==> config.mk <==
export PLATFORM = sky130hd
export DESIGN_NAME = fractal_pixel_engine
export DESIGN_NICKNAME = d
export VERILOG_FILES = /design/src/rtl/fractal_pixel_engine.sv
export SDC_FILE = /design/constraint.sdc
export NUM_CORES = 2
export LEC_CHECK = 0
export BUFFER_PORTS_ARGS = -buffer_cell sky130_fd_sc_hd__buf_2
export CELL_PAD_IN_SITES_DETAIL_PLACEMENT = 0
export CELL_PAD_IN_SITES_GLOBAL_PLACEMENT = 1
export CORE_MARGIN = 5
export CORE_UTILIZATION = 24
export DETAILED_ROUTE_END_ITERATION = 7
export GPL_ROUTABILITY_DRIVEN = 1
export PLACE_DENSITY = 0.43
export RECOVER_POWER = 100
export SETUP_SLACK_MARGIN = 0.05
export SYNTH_ARGS = -nofsm -noshare
export SYNTH_HDL_FRONTEND = slang
export SYNTH_SLANG_ARGS = --single-unit
==> constraint.sdc <==
create_clock -name out_stream_aclk -period 14.2 [get_ports out_stream_aclk]
set_input_delay 1.42 -clock out_stream_aclk [delete_from_list [all_inputs] [get_ports out_stream_aclk]]
set_output_delay 1.42 -clock out_stream_aclk [all_outputs]
set_load 0.01 [all_outputs]
==> src/rtl/fractal_pixel_engine.sv <==
// rtl/fractal_pixel_engine.sv - escape-time fractal raster source with valid/ready pixel output
module fractal_pixel_engine #(
    parameter int X_SIZE    = 640,
    parameter int Y_SIZE    = 480,
    parameter int DATA_W    = 16,
    parameter int FRAC_BITS = 8,
    parameter int ITER_W    = 8
) (
    input  logic              out_stream_aclk,
    input  logic              periph_reset,
    input  logic              enable,
    input  logic              julia_mode,
    input  logic [ITER_W-1:0] max_iter,
    input  logic [DATA_W-1:0] origin_re,
    input  logic [DATA_W-1:0] origin_im,
    input  logic [DATA_W-1:0] step_re,
    input  logic [DATA_W-1:0] step_im,
    input  logic [DATA_W-1:0] julia_re,
    input  logic [DATA_W-1:0] julia_im,
    input  logic [7:0]        g_mul,
    input  logic [7:0]        b_mul,
    output logic [7:0]        r,
    output logic [7:0]        g,
    output logic [7:0]        b,
    output logic              valid,
    input  logic              ready,
    output logic              sof,
    output logic              eol
);
    localparam int XW = (X_SIZE > 1) ? $clog2(X_SIZE) : 1;
    localparam int YW = (Y_SIZE > 1) ? $clog2(Y_SIZE) : 1;
    localparam int PW = 2 * DATA_W;
    localparam logic signed [PW-1:0] ESC_LIM = PW'(64'd4 << FRAC_BITS);

    typedef enum logic [1:0] {S_IDLE, S_INIT, S_ITER, S_OUT} state_t;

    state_t              state_q, state_d;
    logic [XW-1:0]       x_q, x_d;
    logic [YW-1:0]       y_q, y_d;
    logic [ITER_W-1:0]   iter_q, iter_d;
    logic [DATA_W-1:0]   zr_q, zr_d, zi_q, zi_d, cr_q, cr_d, ci_q, ci_d;
    logic [DATA_W-1:0]   cur_re_q, cur_re_d, cur_im_q, cur_im_d;
    logic                mode_q, mode_d;
    logic [ITER_W-1:0]   max_iter_q, max_iter_d;
    logic [DATA_W-1:0]   org_re_q, org_re_d, org_im_q, org_im_d;
    logic [DATA_W-1:0]   stp_re_q, stp_re_d, stp_im_q, stp_im_d;
    logic [DATA_W-1:0]   jre_q, jre_d, jim_q, jim_d;
    logic [7:0]          gmul_q, gmul_d, bmul_q, bmul_d;
    logic [7:0]          r_q, r_d, g_q, g_d, b_q, b_d;
    logic                valid_q, valid_d, sof_q, sof_d, eol_q, eol_d;

    logic signed [PW-1:0] zr_ext, zi_ext, cr_ext, ci_ext, zr2, zi2, zri2;
    logic                 escape, at_limit, in_set, last_x, last_y;
    logic [ITER_W-1:0]    iter_inc, count_w;
    logic [7:0]           cnt8, g_col, b_col;

    assign zr_ext = {{DATA_W{zr_q[DATA_W-1]}}, zr_q};
    assign zi_ext = {{DATA_W{zi_q[DATA_W-1]}}, zi_q};
    assign cr_ext = {{DATA_W{cr_q[DATA_W-1]}}, cr_q};
    assign ci_ext = {{DATA_W{ci_q[DATA_W-1]}}, ci_q};
    assign zr2    = (zr_ext * zr_ext) >>> FRAC_BITS;
    assign zi2    = (zi_ext * zi_ext) >>> FRAC_BITS;
    assign zri2   = ((zr_ext * zi_ext) <<< 1) >>> FRAC_BITS;

    assign escape   = (zr2 + zi2) > ESC_LIM;
    assign iter_inc = iter_q + ITER_W'(1);
    assign at_limit = (iter_inc == max_iter_q);
    assign count_w  = escape ? iter_q : max_iter_q;
    assign in_set   = (count_w == max_iter_q);
    // Only the low 8 bits of count*mul are kept, so an 8-bit product suffices.
    assign cnt8     = 8'(count_w);
    assign g_col    = cnt8 * gmul_q;
    assign b_col    = cnt8 * bmul_q;
    assign last_x   = (x_q == XW'(X_SIZE - 1));
    assign last_y   = (y_q == YW'(Y_SIZE - 1));

    always_comb begin
        state_d    = state_q;
        x_d        = x_q;
        y_d        = y_q;
        iter_d     = iter_q;
        zr_d       = zr_q;
        zi_d       = zi_q;
        cr_d       = cr_q;
        ci_d       = ci_q;
        cur_re_d   = cur_re_q;
        cur_im_d   = cur_im_q;
        mode_d     = mode_q;
        max_iter_d = max_iter_q;
        org_re_d   = org_re_q;
        org_im_d   = org_im_q;
        stp_re_d   = stp_re_q;
        stp_im_d   = stp_im_q;
        jre_d      = jre_q;
        jim_d      = jim_q;
        gmul_d     = gmul_q;
        bmul_d     = bmul_q;
        r_d        = r_q;
        g_d        = g_q;
        b_d        = b_q;
        valid_d    = valid_q;
        sof_d      = sof_q;
        eol_d      = eol_q;
        case (state_q)
            S_IDLE: begin
                if (enable) begin
                    mode_d     = julia_mode;
                    max_iter_d = max_iter;
                    org_re_d   = origin_re;
                    org_im_d   = origin_im;
                    stp_re_d   = step_re;
                    stp_im_d   = step_im;
                    jre_d      = julia_re;
                    jim_d      = julia_im;
                    gmul_d     = g_mul;
                    bmul_d     = b_mul;
                    x_d        = '0;
                    y_d        = '0;
                    cur_re_d   = origin_re;
                    cur_im_d   = origin_im;
                    state_d    = S_INIT;
                end
            end
            S_INIT: begin
                if (mode_q) begin
                    zr_d = cur_re_q;
                    zi_d = cur_im_q;
                    cr_d = jre_q;
                    ci_d = jim_q;
                end else begin
                    zr_d = '0;
                    zi_d = '0;
                    cr_d = cur_re_q;
                    ci_d = cur_im_q;
                end
                iter_d  = '0;
                state_d = S_ITER;
            end
            S_ITER: begin
                if (escape || at_limit) begin
                    r_d     = in_set ? 8'd0 : cnt8;
                    g_d     = in_set ? 8'd0 : g_col;
                    b_d     = in_set ? 8'd0 : b_col;
                    sof_d   = (x_q == '0) && (y_q == '0);
                    eol_d   = last_x;
                    valid_d = 1'b1;
                    state_d = S_OUT;
                end else begin
                    zr_d   = DATA_W'(zr2 - zi2 + cr_ext);
                    zi_d   = DATA_W'(zri2 + ci_ext);
                    iter_d = iter_inc;
                end
            end
            S_OUT: begin
                if (ready) begin
                    valid_d = 1'b0;
                    state_d = S_INIT;
                    if (last_x) begin
                        x_d      = '0;
                        cur_re_d = org_re_q;
                        cur_im_d = cur_im_q + stp_im_q;
                        if (last_y) begin
                            y_d     = '0;
                            state_d = S_IDLE;
                        end else begin
                            y_d = y_q + YW'(1);
                        end
                    end else begin
                        x_d      = x_q + XW'(1);
                        cur_re_d = cur_re_q + stp_re_q;
                    end
                end
            end
            default: state_d = S_IDLE;
        endcase
    end

    always_ff @(posedge out_stream_aclk or posedge periph_reset) begin
        if (periph_reset) begin
            state_q    <= S_IDLE;
            x_q        <= '0;
            y_q        <= '0;
            iter_q     <= '0;
            zr_q       <= '0;
            zi_q       <= '0;
            cr_q       <= '0;
            ci_q       <= '0;
            cur_re_q   <= '0;
            cur_im_q   <= '0;
            mode_q     <= 1'b0;
            max_iter_q <= '0;
            org_re_q   <= '0;
            org_im_q   <= '0;
            stp_re_q   <= '0;
            stp_im_q   <= '0;
            jre_q      <= '0;
            jim_q      <= '0;
            gmul_q     <= '0;
            bmul_q     <= '0;
            r_q        <= '0;
            g_q        <= '0;
            b_q        <= '0;
            valid_q    <= 1'b0;
            sof_q      <= 1'b0;
            eol_q      <= 1'b0;
        end else begin
            state_q    <= state_d;
            x_q        <= x_d;
            y_q        <= y_d;
            iter_q     <= iter_d;
            zr_q       <= zr_d;
            zi_q       <= zi_d;
            cr_q       <= cr_d;
            ci_q       <= ci_d;
            cur_re_q   <= cur_re_d;
            cur_im_q   <= cur_im_d;
            mode_q     <= mode_d;
            max_iter_q <= max_iter_d;
            org_re_q   <= org_re_d;
            org_im_q   <= org_im_d;
            stp_re_q   <= stp_re_d;
            stp_im_q   <= stp_im_d;
            jre_q      <= jre_d;
            jim_q      <= jim_d;
            gmul_q     <= gmul_d;
            bmul_q     <= bmul_d;
            r_q        <= r_d;
            g_q        <= g_d;
            b_q        <= b_d;
            valid_q    <= valid_d;
            sof_q      <= sof_d;
            eol_q      <= eol_d;
        end
    end

    assign r     = r_q;
    assign g     = g_q;
    assign b     = b_q;
    assign valid = valid_q;
    assign sof   = sof_q;
    assign eol   = eol_q;
endmodule

Word level (Yosys, flattened, before mapping) --
Index checks and enable logic that the tools add are counted.
Word-level totals: ROM bits 0, logic and storage cells 107, bits in latches 0, register bits 257, memories 0, bits in writable memories 0, output and inout bits 27, bits of input ports 125
Cells by class: magnitude comparators 1, shift operators 0, equal/unequal tests 12, divide/modulo/power cells 0, multiplexer cells 40, multiply operators 5, reduce and logical (&&, ||, !) cells 15, add/sub/neg operators 9, bitwise operators 0
Operators by type and width (number):
- $mux 16 | 12
- $pmux 16 s2 | 4
- $add 16x16->16 | 4
- $mul 16x16->32 | 2
- $mux 8 | 5
- $mux 9 | 4
- $mux 10 | 3
- $add 24x24->25 | 1
- $gt 25x12->1 const B | 1
- $mul 16x16->23 | 1
- $pmux 10 s2 | 1
- $pmux 9 s2 | 1
- $eq 8x8->1 | 2
- $mul 8x8->8 | 2
- $pmux 8 s2 | 1
- $sub 16x16->16 | 1
- $add 10x1->10 const B | 1
- $eq 10x10->1 const B | 1
- $logic_not 10->1 | 1
- $ne 2x2->1 const B | 5
- $add 9x1->9 const B | 1
- $eq 9x9->1 const B | 1
- $logic_not 9->1 | 1
- $reduce_and 3->1 | 3
- other kinds (13) | 23

Depth between registers and ports, before layout --
depth after elaboration 6, gate-level depth with buffers 66, depth with buffers taken out 62

Least setup slack after synthesis --
No wires, ideal clock.
path kind register to register, from register zr_q[11], to register b_q[7] (netlist: b[7]), period minus slack after synthesis 13461 ps, arrival time 13332 ps, required time 14071 ps, stages on the path, launching flop included 60, path slack 739 ps, buffers on the path 4, library setup time 129 ps, cells stage by stage dfrtp_1 > clkbuf_1 > clkbuf_1 > nand2_1 > fa_1 > fa_1 > fa_1 > inv_1 > fa_1 > fa_1 > inv_1 > fa_1 > inv_1 > ha_1 > a211oi_1 > o21ai_1 > a221o_1 > and2_1 > (+24 left out) > clkbuf_1 > nand2_1 > fa_1 > fa_1 > inv_1 > fa_1 > inv_1 > fa_1 > inv_1 > ha_1 > a21oi_1 > xnor2_1 > nor2_1 > a2111oi_4 > xnor2_1 > xnor2_1 > xnor2_1 > o21ai_1
On the way: longest elaborated chain between the ends 6, elaborated cells on any way between the ends 9, those cells by class 1 x add/sub; 2 x mul; 1 x order compare; 1 x eq/ne; 2 x mux; 2 x reduce/logical
Ends and longest elaborated chain:
- start: declaration | RTL line 41 | logic [DATA_W-1:0] zr_q, zr_d, zi_q, zi_d, cr_q, cr_d, ci_q, ci_d;
- start signal: assignment | RTL line 211 | zr_q <= zr_d;
- $mul 16x16->32 * | RTL line 61 | assign zr2 = (zr_ext * zr_ext) >>> FRAC_BITS;
- $add 24x24->25 * | RTL line 65 | assign escape = (zr2 + zi2) > ESC_LIM;
- $gt 25x12->1 * | RTL line 65
- $mux 8 | RTL line 68 | assign count_w = escape ? iter_q : max_iter_q;
- $mul 8x8->8 / $eq 8x8->1 (equally long branches) | RTL line 73, 69
- $mux 8 | RTL line 143 | b_d = in_set ? 8'd0 : b_col;
- end signal: assignment | RTL line 202 | b_q <= '0;
- end signal: assignment | RTL line 229 | b_q <= b_d;
- end: declaration | RTL line 49 | logic [7:0] r_q, r_d, g_q, g_d, b_q, b_d;
Every way passes the cells marked *; elsewhere a longest branch is shown, timed or not. A chain may end at the register's enable or synchronous reset.

Final worst setup path --
from register zi_q[2], to register b_q[7] (netlist: b[7])
On the way: longest elaborated chain between the ends 6, elaborated cells on any way between the ends 9, those cells by class 1 x add/sub; 2 x mul; 1 x order compare; 1 x eq/ne; 2 x mux; 2 x reduce/logical
Ends and longest elaborated chain:
- start: declaration | RTL line 41
- start signal: assignment | RTL line 212 | zi_q <= zi_d;
- $mul 16x16->32 * | RTL line 62 | assign zi2 = (zi_ext * zi_ext) >>> FRAC_BITS;
- $add 24x24->25 * | RTL line 65
- $gt 25x12->1 * | RTL line 65
- $mux 8 | RTL line 68
- $mul 8x8->8 / $eq 8x8->1 (equally long branches) | RTL line 73, 69
- $mux 8 | RTL line 143
Marked as above.

==> metrics.txt <==
vias roughly 29,000; # port buffers roughly 150; routability cong. 0.803; Clock power frac between 50 and 60%; Mapped Nets about 5,600; Area Overhead vs Synth 14.3%; largest area contributor in the netlist fa_1; antenna-violating nets left 0; post-DR vias/cell ~4.2; CP max stage cell fa_1; Die X-Extent 423 µm; Fin. Hold Viols 0; xor and xnor fraction of the mapped netlist area 4.42%; Setup Skew roughly 0.041 ns; PD cells 36.1 mW/mm²; global-route wire length before repair around 200,000 µm; wire per inst 18.7 µm; RSZ-0062 raised after global routing false; CP max FO 24; Nets a little under 6,000; FF-to-FF Start zi_q[2]; Routed WL around 130,000 µm; Synth Area in Compound Gates under 10%; main combinational cell family by area after synthesis adder cells; R2R cell count 57; Tightest Pin Transition between 4 and 5 ns; Gate power share around 2.2%; Adder-Cell Fraction of Synth Area 44.8%; Worst path depth 57; met3 GRT Util around 1.6%; most common flop cell mapped by yosys dfrtp_1; Mapped Cells 4,424; Worst Setup SP zi_q[2]; Lkg Pwr about 23 nW; global routing's busiest layer met2; clk_lat worst skew about 0.6 ns; initial DRC count approximately 1,100; synth top area cells fa_1, dfrtp_1, ha_1; sw frac between 20% and 30%; most frequent cell after synthesis inv_1; # DRC 0; chip height around 420 µm; Syn. warnings 0; post-synth cell types 75; status complete, but fails checks; worst hold slack approximately 0.48 ns; R2R Path End b[7]; clock buffer depth 3; startpoint types register; M2 GR Usage between 20% and 30%; kind of critical path reg -> reg; vias in the first global route ~32,000; Sw Pwr 432 µW; Post-synth EDFFs 0; Final Max Slew Viols approximately 550; sequential power share 43.4%; crit path time final ~13 ns; grt met1 use 20.4%; DR pass1 iterations 5; FFs w/ async S/R, synth 100%; initial core utilization ~24%; min-delay worst type reg -> reg; total power roughly 1.7 mW; simple-gate area share of the yosys netlist between 10% and 20%; Critical Path AT about 14 ns; top cells by count, synth inv_1, fa_1, nand2_1, ha_1, dfrtp_1; CTS clk-pin slew, worst paths about 0.060 ns; post-synthesis mux area share between 4 and 5%; post-placement cell area about 0.045 mm²; Total GRT Usage ~15%; Slew HR -205%; largest net degree at the start of global routing between 90 and 100; fin util roughly 28%; Avg Cell Area, Syn 9.25 µm²; failing checks capacitance limit, slew limit; I/O pins 152; htree depth 2; Slowest Stage Delay on Critical Path ~0.54 ns; final setup fails 0; WP buf/inv 9; die footprint between 0.15 and 0.2 mm²; grt total ovfl 0; CTS root buf clkbuf_16; Hold-fix buffers, CTS 0; Mapped Area between 0.04 and 0.05 mm²; Worst path most repeated cell fa_1; antenna violations before repair 7; setup TNS 0 ns; core area around 0.17 mm²; CTS sink cnt 257; Detailed Place HPWL 107,000 µm; maximum vdd drop 74.4 µV; top cell family by delay on the critical path adder cells; crit path to b[7]; internal cell power about 1.3 mW; Worst setup EP type register; Seq/Total Area, Yosys 15.7%; fmax ~75 MHz; Worst R2R Setup Slack 0.83 ns; num rows 151; Synth Register Bits about 260; fin area between 0.04 and 0.05 mm²; CTS buffer count 37; CTS tree built; critical path required time roughly 15 ns; max_cap viols 12; Synth top area share between 30% and 40%; fillcell total 18,167; Final Cycle Share 94.2%; share of cells above drive strength 1 12.1%
==> layer usage <==
layer | vias up | routed length [µm]
met4 | 2 | 1880
met3 | 87 | 3030
li1 | 14075 | -
met1 | 14789 | 61600
met5 | - | 7
met2 | 256 | 62200
==> power by group through the flow <==
stage          combinational (mW)  sequential (mW)  clock, mW
2_1_floorplan              0.0119            0.746          0
3_3_place_gp               0.0411            0.746          0
3_5_place_dp               0.0412            0.746          0
4_1_cts                    0.0412            0.732      0.961
5_1_grt                    0.0442            0.732      0.992
6_report                   0.0380            0.733      0.917
==> layout by cell type (no fill, tap or decap), types with 15 or more instances in the layout <==
cell	netlist	routed
nor3_1	48	48
o21bai_1	21	21
a22oi_1	17	17
a31oi_1	24	24
xnor2_1	154	152
clkbuf_1	165	53
o21a_1	29	29
mux2_2	112	112
mux2i_1	51	51
xor2_1	48	48
inv_1	1005	1002
nand2b_1	33	33
a22o_1	15	15
o21ai_0	127	125
and2_1	161	159
nand2_1	369	363
buf_4	0	181
and3_1	32	32
a21o_1	32	32
fa_1	690	687
dfrtp_2	0	21
ha_1	362	359
buf_2	3	125
clkbuf_16	0	38
nor2b_1	47	47
nand4_1	17	17
dfrtp_1	257	236
nor2_1	248	247
nand3_1	30	30
a21oi_1	192	190
==> registers in the layout, summed over array words and instances (netlist names), 16 cells and up <==
name,flops
jim_q,16
zi_q,16
zr_q,16
jre_q,16
cur_im_q,16
stp_im_q,16
org_re_q,16
cur_re_q,16
stp_re_q,16
ci_q,16
cr_q,16
==> final cells by class <==
type	instances	area (µm²)	area share [%]
clock buffer	50	1010	2.17
sequential	257	6460	13.8
multi-input combinational	2973	30100	64.3
timing repair buffer	374	2490	5.32
clock inverter	12	141	0.302
antenna	3	7.51	0.0160
tap	2218	2780	5.93
inverter	1010	3800	8.11
==> per-stage QoR <==
step / std cells / setup slack, ns
after floorplan: 4424 / 0.739
after global placement: 6809 / 0.332
after detailed placement: 6809 / 0.326
after CTS: 6871 / 0.197
after global routing: 6894 / 0.0484
final: 6897 / 0.827
==> timing repair <==
action | CTS | global route
setup buffers | 0 | 22
gates resized for setup | 0 | 64
setup endpoints to repair | 0 | 3
==> kinds of logic (layout without fill, tap and decap cells) <==
group | count (synthesis) | count (layout)
AO/OA/AOI/OAI | 536 | 536
XOR/XNOR | 204 | 204
adder cells (fa/ha/maj) | 1052 | 1052
buffers and inverters | 1194 | 1446
flip-flops | 257 | 257
multiplexers | 165 | 165
other | 0 | 3
AND/OR/NAND/NOR | 1016 | 1016
==> worst min-delay path by stage <==
stage,endpoint,startpoint,cells after the start,slack [ns]
after floorplan,org_re_q[15],org_re_q[15],2,0.45
after global placement,r[0],r[0],1,0.46
after detailed placement,r[0],r[0],1,0.46
after CTS,r[0],r[0],1,0.48
after global routing,g[5],g[5],2,0.50
final,org_re_q[15],org_re_q[15],2,0.48
==> tightest hold or removal path: stages (launching register included) <==
cell     delay, ns
dfrtp_1       0.34
nand2_1       0.05
nand2_1       0.06
Power figures use the tool's default switching activity.
